$ cat config.mk
export PLATFORM = sky130hd
export DESIGN_NAME = count_seg7_display
export DESIGN_NICKNAME = d
export VERILOG_FILES = /design/src/rtl/count_seg7_pkg.sv /design/src/rtl/seg7_decode.sv /design/src/rtl/count_seg7_display.sv
export SDC_FILE = /design/constraint.sdc
export NUM_CORES = 1
export LEC_CHECK = 0
export CORE_MARGIN = 2
export CORE_UTILIZATION = 29
export DETAILED_ROUTE_END_ITERATION = 10
export HOLD_SLACK_MARGIN = 0.08
export PLACE_DENSITY = 0.55
export SLEW_MARGIN = 20
export SYNTH_ARGS = -nofsm -noshare
export SYNTH_HDL_FRONTEND = slang
export SYNTH_HIERARCHICAL = 1
export SYNTH_SLANG_ARGS = --single-unit
$ cat constraint.sdc
create_clock -name clk_50mhz -period 3.7 [get_ports clk_50mhz]
set_input_delay 0.555 -clock clk_50mhz [delete_from_list [all_inputs] [get_ports clk_50mhz]]
set_output_delay 0.555 -clock clk_50mhz [all_outputs]
set_load 0.03 [all_outputs]
$ cat src/rtl/count_seg7_pkg.sv
`default_nettype none
// ============================================================================
// Module   : count_seg7_pkg
// Brief    : Shared scan-state encoding and 7-segment patterns for the
//            counter display.
// Revision : 1.0 - initial release
// ============================================================================
package count_seg7_pkg;

    typedef enum logic [1:0] {
        ONES = 2'd0,
        GAP1 = 2'd1,
        TENS = 2'd2,
        GAP2 = 2'd3
    } scan_state_t;

    // Active-high patterns, bit order {g,f,e,d,c,b,a}
    localparam logic [6:0] SEG7_LUT [0:9] = '{
        7'h3F, 7'h06, 7'h5B, 7'h4F, 7'h66,
        7'h6D, 7'h7D, 7'h07, 7'h7F, 7'h6F
    };

    localparam logic [6:0] SEG_DARK = 7'h00;

endpackage : count_seg7_pkg
`default_nettype wire

$ cat src/rtl/seg7_decode.sv
`default_nettype none
// ============================================================================
// Module   : seg7_decode
// Brief    : Combinational decimal digit to active-high 7-segment pattern.
// Revision : 1.0 - initial release
// ============================================================================
module seg7_decode
    import count_seg7_pkg::*;
(
    input  logic [3:0] i_digit,
    output logic [6:0] o_pattern
);

    // Non-decimal codes cannot occur here; they decode to dark for safety.
    always_comb begin
        o_pattern = SEG_DARK;
        if (i_digit <= 4'd9) begin
            o_pattern = SEG7_LUT[i_digit];
        end
    end

endmodule : seg7_decode
`default_nettype wire

$ cat src/rtl/count_seg7_display.sv
`default_nettype none
// ============================================================================
// Module   : count_seg7_display
// Brief    : Resynchronises and filters a slow 4-bit count, then scans it onto
//            a two-digit multiplexed 7-segment display with blank gaps.
// Revision : 1.0 - initial release
// ============================================================================
module count_seg7_display
    import count_seg7_pkg::*;
#(
    parameter int CLK_HZ         = 50_000_000,
    parameter int SCAN_HZ        = 1000,
    parameter int GAP_CYCLES     = 500,
    parameter bit BLANK_LEADING  = 1'b1,
    parameter bit SEG_ACTIVE_LOW = 1'b1,
    parameter bit AN_ACTIVE_LOW  = 1'b1
) (
    input  logic       clk_50mhz,
    input  logic       rst,
    input  logic [3:0] count,
    input  logic       blank,
    output logic [6:0] seg,
    output logic       dp,
    output logic [1:0] an,
    output logic [3:0] shown,
    output logic       update_pulse
);

    localparam int DIV     = CLK_HZ / SCAN_HZ;
    localparam int MAX_LIM = (DIV > GAP_CYCLES) ? DIV : GAP_CYCLES;
    localparam int PW      = $clog2(MAX_LIM);

    localparam logic [PW-1:0] c_div_last = PW'(DIV - 1);
    localparam logic [PW-1:0] c_gap_last = PW'(GAP_CYCLES - 1);
    localparam logic [6:0]    c_seg_off  = SEG_ACTIVE_LOW ? ~SEG_DARK : SEG_DARK;
    localparam logic [1:0]    c_an_off   = AN_ACTIVE_LOW ? 2'b11 : 2'b00;

    generate
        if (DIV < 2) begin : g_div_check
            $error("count_seg7_display: CLK_HZ/SCAN_HZ must be at least 2");
        end
        if (GAP_CYCLES < 1) begin : g_gap_check
            $error("count_seg7_display: GAP_CYCLES must be at least 1");
        end
    endgenerate

    logic [3:0]    r_s1, r_s2, r_s3, r_shown;
    logic          r_update;
    scan_state_t   r_state, w_state_next;
    logic [PW-1:0] r_presc;
    logic          w_last;
    logic          w_tens_nz;
    logic [3:0]    w_ones, w_digit;
    logic          w_lit;
    logic [1:0]    w_an_hi;
    logic [6:0]    w_pattern, w_seg_hi;
    logic [6:0]    r_seg;
    logic [1:0]    r_an;

    // Three-stage resync; a value is accepted only once s2 and s3 agree.
    always_ff @(posedge clk_50mhz) begin
        if (rst) begin
            r_s1     <= 4'd0;
            r_s2     <= 4'd0;
            r_s3     <= 4'd0;
            r_shown  <= 4'd0;
            r_update <= 1'b0;
        end else begin
            r_s1     <= count;
            r_s2     <= r_s1;
            r_s3     <= r_s2;
            r_update <= 1'b0;
            if ((r_s2 == r_s3) && (r_s2 != r_shown)) begin
                r_shown  <= r_s2;
                r_update <= 1'b1;
            end
        end
    end

    assign w_tens_nz = (r_shown >= 4'd10);
    assign w_ones    = w_tens_nz ? (r_shown - 4'd10) : r_shown;

    always_comb begin
        w_state_next = r_state;
        if ((r_state == ONES) || (r_state == TENS)) begin
            w_last = (r_presc == c_div_last);
        end else begin
            w_last = (r_presc == c_gap_last);
        end
        if (w_last) begin
            case (r_state)
                ONES:    w_state_next = GAP1;
                GAP1:    w_state_next = TENS;
                TENS:    w_state_next = GAP2;
                GAP2:    w_state_next = ONES;
                default: w_state_next = ONES;
            endcase
        end
    end

    always_ff @(posedge clk_50mhz) begin
        if (rst) begin
            r_state <= ONES;
            r_presc <= '0;
        end else if (w_last) begin
            r_state <= w_state_next;
            r_presc <= '0;
        end else begin
            r_presc <= r_presc + PW'(1);
        end
    end

    always_comb begin
        w_an_hi = 2'b00;
        w_digit = 4'd0;
        w_lit   = 1'b0;
        case (r_state)
            ONES: begin
                w_an_hi = 2'b01;
                w_digit = w_ones;
                w_lit   = 1'b1;
            end
            TENS: begin
                if (!(BLANK_LEADING && !w_tens_nz)) begin
                    w_an_hi = 2'b10;
                    w_digit = {3'b000, w_tens_nz};
                    w_lit   = 1'b1;
                end
            end
            default: ;
        endcase
        if (blank) begin
            w_an_hi = 2'b00;
            w_lit   = 1'b0;
        end
    end

    seg7_decode u_decode (
        .i_digit   (w_digit),
        .o_pattern (w_pattern)
    );

    assign w_seg_hi = w_lit ? w_pattern : SEG_DARK;

    // Segments and anodes share one register so an enabled digit never sees stale segments.
    always_ff @(posedge clk_50mhz) begin
        if (rst) begin
            r_seg <= c_seg_off;
            r_an  <= c_an_off;
        end else begin
            r_seg <= SEG_ACTIVE_LOW ? ~w_seg_hi : w_seg_hi;
            r_an  <= AN_ACTIVE_LOW ? ~w_an_hi : w_an_hi;
        end
    end

    assign seg          = r_seg;
    assign an           = r_an;
    assign dp           = SEG_ACTIVE_LOW ? 1'b1 : 1'b0;
    assign shown        = r_shown;
    assign update_pulse = r_update;

endmodule : count_seg7_display
`default_nettype wire

==> results.md <==
- GR Overflow Total: 0
- Max_cap viols: 0
- Clk root buf: clkbuf_8
- Vias in the first global route: 1384
- Most common cell in the netlist: dfxtp_1
- IO buf count: 20
- Number of nets in the layout: 261
- Hold Fails Final Rpt: 0
- Worst path slowest cell: nor2_1
- Most frequent cells after synthesis: 44 x dfxtp_1, 21 x nor2_1, 18 x nand2_1
- Post-synth ARST share: 0%
- Status: finished, final reports clean
- Total core area: 6830 um2
- Cell area after layout: 2420 um2
- Largest net degree at the start of global routing: 21
- Num CTS Buffers: 5
- Setup Skew: 0.00651 ns
- Yosys warns: 6
- Initial Util: 30.0%
- CTS H-tree lvls: 2
- Fmax: 441 MHz
- Cell mode on critical path: nand2_1
- Vias/cell: 4.49
- Setup TNS: 0 ns
- Num ports: 22
- Setup violators final: 0
- Slew HR: 53.1%
- Max Slew Vio Count: 0
- VDD IR-drop max: 0.146 mV
- PnR worst setup slack: 1.43 ns
- Leak: 0.866 nW
- Yosys cell types: 48
- Post-synthesis sequential area ratio: 43.0%
- Post-synth EDFFs: 0
- Crit path max-delay family: simple AND/OR/NAND/NOR gates
- First-pass GRT wire length: 6.15 mm
- Final cycle utilization of the critical path: 61.3%
- Wire length per cell: 10.2 um
- Biggest area consumer among synthesized cells: dfxtp_1
- Final Wtd Congestion: 0.714
- Yosys reg bits: 44
- CP Data Required Time: 3.88 ns
- ANT cells: 0
- Post-cts repair resize count: 0
- CP Capture Type: register
- Hold Path Class: reg2reg
- Hold buffer count at cts: 0
- CTS sink count: 44
- Pre-CTS setup slack: 1.44 ns
- Final WL: 3.48 mm
- # DRC: 0
- Die area: 7760 um2
- Prevailing post-synth register cell: dfxtp_1
- Die Wd: 88.1 um
- Setup repair after global routing missed its margin: no
- Share of cells above drive strength 1: 6.56%
- Worst EP arrival: 2.45 ns
- CP max FO: 14
- Synth top area cells: dfxtp_1 43%, ha_1 6.7%, nor2b_1 4.0%
- Pwr/cell area: 368 nW/um2
- Crit path launch type: register
- Tmin final: 2.27 ns
- CP peak stage delay: 0.55 ns
- Layout area overhead: 17.9%
- Critical path class: reg2reg
- Vias: 1525
- Post-DP Area: 2330 um2
- Rows: 30
- Cells after Synth: 224
- Worst-path cell chain: inv_1 -> ha_1 -> nand2_1 -> nand2_1 -> nor2_1 -> or3b_4 -> o221ai_1 -> nand2_1
- Max Root-Sink Buffers: 2
- Netlist Area Pre-Place: 2050 um2
- Die Y: 88.1 um
- Router iterations before antenna repair: 4
- Synth top area share: 43.0%
- Fill cells: 719
- CTS tree: yes
- Post-CTS Repair Setup Buffers: 0
- Final HPWL DP: 2.53 mm
- Average size of a mapped cell: 9.15 um2
- DRT iter0 DRCs: 39
- Reg2reg setup slack: 1.43 ns
- GRT Total Usage: 10.1%
- Clock Pin Slew Worst Setup and Hold Paths: 0.09 ns
- Post-DRT Antenna Nets: 0
- Initial antenna violation count: 0
- Slew at the pin closest to its max-slew limit: 0.701 ns
- Mapped Nets: 242
- Worst-skew pair later-pin latency: 0.30 ns
- Crit path buffers/inverters: 1
==> stage by stage <==
stage               power, W  util (%)  hold slack [ns]  instances
floorplan           0.000571         -            0.414        224
global placement    0.000599      34.0            0.421        332
detailed placement  0.000599      34.0            0.420        332
CTS                 0.000904      35.4            0.431        340
global route        0.000931      35.4            0.446        340
finish              0.000889      35.4            0.432        340
==> routing by layer <==
layer  share of wire [%]  vias up  track usage, %
li1                    -      813               -
met4                 2.0        0            4.55
met1                  48      683            11.8
met2                  47       23            16.8
met5                   0        -               0
met3                 3.5        6            3.49
==> cell type report <==
| cell class | count | area (um2) | share of cell area, % |
|---|---|---|---|
| Clock inverter | 3 | 23.8 | 0.983 |
| Tap cell | 96 | 120 | 4.97 |
| Clock buffer | 5 | 68.8 | 2.85 |
| Timing Repair Buffer | 20 | 200 | 8.28 |
| Inverter | 9 | 33.8 | 1.40 |
| Sequential cell | 44 | 881 | 36.4 |
| Multi-Input combinational cell | 163 | 1090 | 45.1 |
==> logic make-up (layout without fill, tap and decap cells) <==
logic type / count (synthesis) / count (layout) / share of synthesized area [%]
xor gates and xnor gates: 18 / 18 / 7.69
adders and majority gates: 11 / 11 / 6.71
muxes: 1 / 1 / 0.488
other: 1 / 1 / 0.183
AOI/OAI and AO/OA: 37 / 37 / 12.1
DFF: 44 / 44 / 43.0
buffers and inverters: 17 / 37 / 3.84
and+or+nand+nor: 95 / 95 / 26.0
==> state kept, by name, indices dropped and copies added, names as in the netlist <==
name,flops
seg,7
r_s2,4
r_state,2
r_s3,4
r_s1,4
update_pulse,1
an,2
shown,4
r_presc,16
==> cell usage in the layout, fill, tap and decap left out, drive strengths merged, types with 2 or more instances in the layout <==
cell type,Yosys,routed
nand3,8,8
clkinvlp,0,2
nand2,18,18
nor2,21,21
ha,11,11
o31ai,3,3
nand2b,2,2
clkbuf,3,5
clkdlybuf4s50,0,20
o211ai,3,3
xnor2,9,9
dfxtp,44,44
or4,4,4
nand4,6,6
nor2b,13,13
and3,3,3
or3b,2,2
and2,2,2
inv,9,9
xor2,9,9
o311ai,2,2
nor4,4,4
o21a,3,3
a21oi,10,10
and4,2,2
nor4bb,2,2
o21ai,9,9
or3,4,4
==> path summary, 6_finish.rpt <==
check / from / to / cells after the start
max: shown[1]$_SDFFE_PP0P_ / seg[6]$_SDFF_PP1_ / 8
min: r_s1[2]$_SDFF_PP0_ / r_s2[2]$_SDFF_PP0_ / 1
max reg2reg: shown[1]$_SDFFE_PP0P_ / seg[6]$_SDFF_PP1_ / 8
min reg2reg: r_s1[2]$_SDFF_PP0_ / r_s2[2]$_SDFF_PP0_ / 1
==> power breakdown <==
group / total [W] / switching [W] / leakage (nW) / internal, W
Sequential: 0.000498 / 0.00000995 / 0.359 / 0.000489
Clock: 0.000302 / 0.000168 / 0.0404 / 0.000134
Combinational: 0.0000890 / 0.0000500 / 0.466 / 0.0000391
Total: 0.000889 / 0.000228 / 0.866 / 0.000661
(Power assumes the default switching activity.)
